`config.mk`:
```
export PLATFORM = sky130hd
export DESIGN_NAME = ee354_project_body_scan
export DESIGN_NICKNAME = d
export VERILOG_FILES = /design/src/rtl/ee354_project_body_scan.sv
export SDC_FILE = /design/constraint.sdc
export NUM_CORES = 1
export LEC_CHECK = 0
export ABC_AREA = 1
export BUFFER_PORTS_ARGS = -buffer_cell sky130_fd_sc_hd__buf_2
export CORE_AREA = 2 2 227 229
export DETAILED_ROUTE_END_ITERATION = 16
export DIE_AREA = 0 0 229 231
export HOLD_SLACK_MARGIN = 0.02
export PLACE_DENSITY = 0.58
export SLEW_MARGIN = 20
export SYNTH_ARGS = -nofsm -noshare
export SYNTH_HDL_FRONTEND = slang
export SYNTH_SLANG_ARGS = --single-unit
```
`constraint.sdc`:
```
create_clock -name Clk -period 14.1 [get_ports Clk]
set_input_delay 0 -clock Clk [delete_from_list [all_inputs] [get_ports Clk]]
set_output_delay 0 -clock Clk [all_outputs]
set_load 0.005 [all_outputs]
```
`src/rtl/ee354_project_body_scan.sv`:
```
// Snake body scanner: walks the body buffer tail->head and publishes a
// grid occupancy bitmap atomically when the walk completes.
//
// Ports
//   Clk, Reset        : clock, async active-high reset
//   Start             : single-cycle scan request (ignored while busy)
//   Head_Ptr/Tail_Ptr : buffer indices, latched on an accepted Start
//   Rd_En/Rd_Addr     : synchronous read port toward the body buffer
//   Rd_Data           : {X[7:4], Y[3:0]}, valid the cycle after Rd_En
//   Busy, Done        : scan in progress / one-cycle publish pulse
//   Cell_Snake_Vector : published bitmap, bit X*GRID+Y
//   Seg_Count         : valid entries in the last scan
//   Err               : sticky bad pointer / bad entry flag
//   Collide           : head cell already occupied by a body entry
//
// Optional feature macro: SNAKE_SCAN_COLLIDE_EN builds the head collision
// detector; without it Collide is tied low.
module ee354_project_body_scan #(
  parameter int DEPTH = 225,
  parameter int GRID  = 15
) (
  input  logic             Clk,
  input  logic             Reset,
  input  logic             Start,
  input  logic [7:0]       Head_Ptr,
  input  logic [7:0]       Tail_Ptr,
  output logic             Rd_En,
  output logic [7:0]       Rd_Addr,
  input  logic [7:0]       Rd_Data,
  output logic             Busy,
  output logic             Done,
  output logic [DEPTH-1:0] Cell_Snake_Vector,
  output logic [7:0]       Seg_Count,
  output logic             Err,
  output logic             Collide
);

  typedef enum logic [1:0] {
    S_IDLE,
    S_READ,
    S_DRAIN,
    S_PUBLISH
  } state_t;

  localparam logic [7:0] LP_DEPTH = 8'(DEPTH);
  localparam logic [7:0] LP_LAST  = 8'(DEPTH - 1);
  localparam logic [7:0] LP_GRID  = 8'(GRID);
  localparam logic [3:0] LP_GMAX  = 4'(GRID - 1);
  localparam logic [8:0] LP_DEP9  = 9'(DEPTH);

  state_t             r_state;
  logic [DEPTH-1:0]   r_shadow;
  logic [7:0]         r_cnt;
  logic [7:0]         r_rem;
  logic               r_cap;

  logic               w_ptr_bad;
  logic [8:0]         w_diff;
  logic [7:0]         w_span;
  logic [3:0]         w_x;
  logic [3:0]         w_y;
  logic               w_ent_ok;
  logic [7:0]         w_idx;
  logic [7:0]         w_next;

  assign w_ptr_bad = (Head_Ptr >= LP_DEPTH) ||
                     (Tail_Ptr >= LP_DEPTH);

  // L-1 = (Head - Tail) mod DEPTH, folded with one compare-and-subtract
  assign w_diff = {1'b0, Head_Ptr} + LP_DEP9
                - {1'b0, Tail_Ptr};
  assign w_span = (w_diff >= LP_DEP9) ?
                  8'(w_diff - LP_DEP9) : w_diff[7:0];

  assign w_x      = Rd_Data[7:4];
  assign w_y      = Rd_Data[3:0];
  assign w_ent_ok = (Rd_Data != 8'hFF) &&
                    (w_x <= LP_GMAX) &&
                    (w_y <= LP_GMAX);
  assign w_idx    = 8'({4'd0, w_x} * LP_GRID)
                  + {4'd0, w_y};

  assign w_next = (Rd_Addr == LP_LAST) ?
                  8'd0 : Rd_Addr + 8'd1;

  assign Busy = (r_state != S_IDLE);

`ifdef SNAKE_SCAN_COLLIDE_EN
  // Hit flag of the most recent capture; the head is captured last,
  // so at publish time this says whether the head cell was already set.
  logic r_hit;
`else
  assign Collide = 1'b0;
`endif

  always_ff @(posedge Clk or posedge Reset) begin
    if (Reset) begin
      r_state           <= S_IDLE;
      Rd_En             <= 1'b0;
      Rd_Addr           <= 8'd0;
      Done              <= 1'b0;
      Err               <= 1'b0;
      Seg_Count         <= 8'd0;
      Cell_Snake_Vector <= '0;
      r_shadow          <= '0;
      r_cnt             <= 8'd0;
      r_rem             <= 8'd0;
      r_cap             <= 1'b0;
`ifdef SNAKE_SCAN_COLLIDE_EN
      r_hit             <= 1'b0;
      Collide           <= 1'b0;
`endif
    end else begin
      Done  <= 1'b0;
      // data for a read issued last cycle is on Rd_Data now
      r_cap <= Rd_En;
      if (r_cap) begin
        if (w_ent_ok) begin
          r_shadow[w_idx] <= 1'b1;
          r_cnt           <= r_cnt + 8'd1;
        end else begin
          Err <= 1'b1;
        end
`ifdef SNAKE_SCAN_COLLIDE_EN
        r_hit <= w_ent_ok && r_shadow[w_idx];
`endif
      end
      unique case (r_state)
        S_IDLE: begin
          // a Start coinciding with the Done pulse belongs to PUBLISH
          if (Start && !Done) begin
            r_shadow <= '0;
            r_cnt    <= 8'd0;
`ifdef SNAKE_SCAN_COLLIDE_EN
            r_hit    <= 1'b0;
`endif
            if (w_ptr_bad) begin
              Err     <= 1'b1;
              r_state <= S_DRAIN;
            end else begin
              Err     <= 1'b0;
              Rd_En   <= 1'b1;
              Rd_Addr <= Tail_Ptr;
              r_rem   <= w_span;
              r_state <= S_READ;
            end
          end
        end
        S_READ: begin
          if (r_rem == 8'd0) begin
            Rd_En   <= 1'b0;
            r_state <= S_DRAIN;
          end else begin
            Rd_Addr <= w_next;
            r_rem   <= r_rem - 8'd1;
          end
        end
        S_DRAIN: begin
          r_state <= S_PUBLISH;
        end
        S_PUBLISH: begin
          Cell_Snake_Vector <= r_shadow;
          Seg_Count         <= r_cnt;
          Done              <= 1'b1;
`ifdef SNAKE_SCAN_COLLIDE_EN
          Collide           <= r_hit;
`endif
          r_state           <= S_IDLE;
        end
      endcase
    end
  end

endmodule
```
==> results.json <==
{
  "status": "finished, final reports clean",
  "cap_violations": 0,
  "synthTopCellsByArea": "dfrtp_1 (61%), mux2_2 (13%), a21oi_1 (6.4%), nor2_1 (5.3%), ha_1 (2.8%)",
  "yosys_warnings": 0,
  "r2r-end": "Cell_Snake_Vector[151]$_DFFE_PP0P_",
  "grt_first_pass_wirelength_um": 82200,
  "die-area_um2": 52900,
  "gp_congestion": 0.829,
  "clock_latency_ns": 0.60,
  "slowest_stage": "buf_4",
  "routed-wl-met3_um": 3240,
  "core_um2": 50700,
  "cp-end-kind": "flip-flop",
  "synth_area_per_cell_um2": 11.5,
  "worst-setup-path-type": "flip-flop to flip-flop",
  "multiInputGateArea_um2": 7170,
  "drc": 0,
  "finalSetupTns_ns": 0,
  "worstReg2RegStart": "r_state[0]$_DFFE_PP0P_",
  "drt_pass1_iterations": 5,
  "cts_sinks": 488,
  "final_nets": 2091,
  "die_w_um": 229,
  "insertedDiodeCount": 0,
  "skew_ns": 0.0306,
  "area_growth_syn_to_layout_pct": 19.4,
  "track_usage_pct": 20.1,
  "slew_headroom_pct": 29.0,
  "dpl.hpwl_um": 34200,
  "vias": 13806,
  "crit_buf_inv": 2,
  "yosysTopAreaCellShare_pct": 60.9,
  "antenna_left": 0,
  "async_flop_share_pct": 100,
  "wl_met2_um": 25000,
  "synth_enable_flop_cells": 0,
  "postCtsSetupBuffers": 0,
  "fin_cells": 2731,
  "required_ns": 14.56,
  "min-delay-path-class": "input port to flip-flop",
  "start_kind": "flip-flop",
  "layout-drive-gt1-share_pct": 31.7,
  "ff2ff_setup_slack_ns": 10.62,
  "numCtsBuffers": 50,
  "crit_top_cell": "buf_4",
  "cts_root_buf": "clkbuf_16",
  "cpPeakStageDelay_ns": 0.97,
  "syn-num-nets": 1823,
  "portBuffers": 271,
  "cpLargestDelayFamily": "buffers and inverters",
  "p_per_area_nw_per_um2": 199,
  "dieHeight_um": 231,
  "holdPathEnd": "Err$_DFF_PP0_",
  "p_leak_nw": 12.9,
  "hold_viol": 0,
  "num_rows": 83,
  "start_util_pct": 39.6,
  "hold_depth": 7,
  "synthTopCellsByCount": "dfrtp_1 (488), nor2_1 (282), a21oi_1 (258)",
  "rsz0062_at_grt": "false",
  "grt_max_degree": 135,
  "worst_pin_slew_ns": 1.06,
  "holdCritStartpoint": "Rd_Data[5]",
  "avgViaCountPerCell": 5.06,
  "path_max_fanout": 81,
  "setup_viol_count_final": 0,
  "ios": 273,
  "fmax_ghz": 0.288,
  "htreeDepth": 2,
  "post-place-cells": 2624,
  "synth-seq-cells": 488,
  "synthFlopType": "dfrtp_1",
  "clock_path_buffers": 3,
  "top_layer": "met4",
  "cts_tree": "done",
  "min_period_ns": 3.48,
  "period_share_pct": 24.7,
  "worstPathArrival_ns": 3.94,
  "path_clk_slew_ns": 0.06,
  "drt-total-wl_um": 53200,
  "initialDrtViolationCount": 860,
  "path_cells": "ha_4 -> buf_4 -> buf_4 -> mux2_2",
  "final-max-slew-violation-count": 0,
  "routedWlPerCell_um": 19.5,
  "synth.largest_area_cell": "dfrtp_1",
  "grt_pass1_vias": 13762,
  "grt_overflow_total": 0,
  "irDropWorstVdd_v": 0.000104,
  "fill_cells": 4745,
  "syn-cell-area_um2": 20100,
  "hold_ws_ns": 0.113,
  "regArea_um2": 12200,
  "yosysSeqAreaShare_pct": 60.9,
  "met1_length_um": 23700,
  "postSynthCellCount": 1743,
  "antenna_found_initial": 0,
  "reg2reg_depth": 4,
  "post-synth-top-count-cell": "dfrtp_1",
  "synth.distinct_cells": 41
}
[what timing repair did]
item	4_1_cts	5_1_grt
endpoints found under the hold margin	156	0
hold buffers	15	0
resized for setup	0	0
[report_power, final]
group / switching, W / total, W / internal, W / leakage [nW]
Sequential: 0.000219 / 0.00196 / 0.00174 / 6.72
Combinational: 0.000890 / 0.00146 / 0.000565 / 5.36
Clock: 0.000560 / 0.00135 / 0.000787 / 0.825
Total: 0.00167 / 0.00477 / 0.00310 / 12.9
[logic make-up (layout without fill, tap and decap cells)]
family,Yosys count,count (layout),synth area share [%]
buf+inv,182,490,3.86
mux,226,226,12.7
xor+xnor,21,21,1.25
fa+ha+maj,53,53,3.61
other cells,1,1,0.0187
compound gates,291,291,7.45
flops,488,488,60.9
simple gates,481,481,10.2
[layout by cell type (no fill, tap or decap), types with 3 or more instances in the layout]
cell	n
a21oi_1	258
buf_2	271
buf_4	17
bufinv_16	3
clkbuf_1	11
clkbuf_16	51
clkbuf_8	12
clkinv_2	8
clkinvlp_4	5
dfrtp_1	488
dlygate4sd3_1	15
fa_1	8
ha_1	44
inv_1	90
mux2_2	226
nand2_1	116
nand2_2	4
nand3_1	38
nand4_1	12
nor2_1	265
nor2_2	10
nor2_4	19
nor3_1	7
nor3_4	3
o21ai_0	22
or2_2	3
xnor2_1	4
xor2_1	11
[flip-flops by register name, indices dropped and copies added, names as in the netlist]
signal / flops
Cell_Snake_Vector: 225
r_shadow: 225
Rd_Addr: 8
Seg_Count: 8
r_cnt: 8
r_rem: 8
r_state: 2
Done: 1
Err: 1
Rd_En: 1
r_cap: 1
[final cells by class]
class,count,area share (%)
multi-input combinational,1073,29.9
clock buffer,74,6.19
sequential,488,51.0
tap,680,3.55
timing repair buffer,304,6.87
clock inverter,18,0.951
inverter,94,1.50
[tightest hold or removal path, cell delays in order]
cell and delay (ns):
buf_2 0.14, inv_1 0.10, nor2_1 0.05, nand2_1 0.09, nand2_1 0.07, a21oi_1 0.13, o21ai_0 0.09
[routing by layer]
layer / vias to the layer above / GRT usage (%)
met5: - / 0
met4: 0 / 6.01
met3: 86 / 4.48
met2: 386 / 32.4
met1: 6994 / 27.3
li1: 6340 / -
[how the worst max path moves through the flow]
stage	start	to	slack, ns	depth (start not counted)
2_1_floorplan	Reset	Cell_Snake_Vector[0]$_DFFE_PP0P_	0.48	1
3_3_place_gp	Rd_Data[4]	r_shadow[121]$_DFF_PP0_	10.00	14
3_5_place_dp	Rd_Data[6]	r_shadow[81]$_DFF_PP0_	10.09	15
4_1_cts	Reset	Cell_Snake_Vector[94]$_DFFE_PP0P_	10.53	6
5_1_grt	Reset	r_shadow[74]$_DFF_PP0_	10.38	6
6_report	r_state[0]$_DFFE_PP0P_	Cell_Snake_Vector[151]$_DFFE_PP0P_	10.62	4
[through the flow]
stage / total power [W] / utilization [%] / instance area (um^2) / setup WS [ns]
6_report: 0.00477 / 47.2 / 23900 / 10.62
5_1_grt: 0.00505 / 47.2 / 23900 / 10.38
2_1_floorplan: 0.00290 / - / 20100 / 0.481
4_1_cts: 0.00483 / 47.2 / 23900 / 10.53
3_3_place_gp: 0.00341 / 43.5 / 22100 / 10.00
3_5_place_dp: 0.00345 / 43.6 / 22100 / 10.09
No activity file was read; power rests on OpenSTA's default activity.
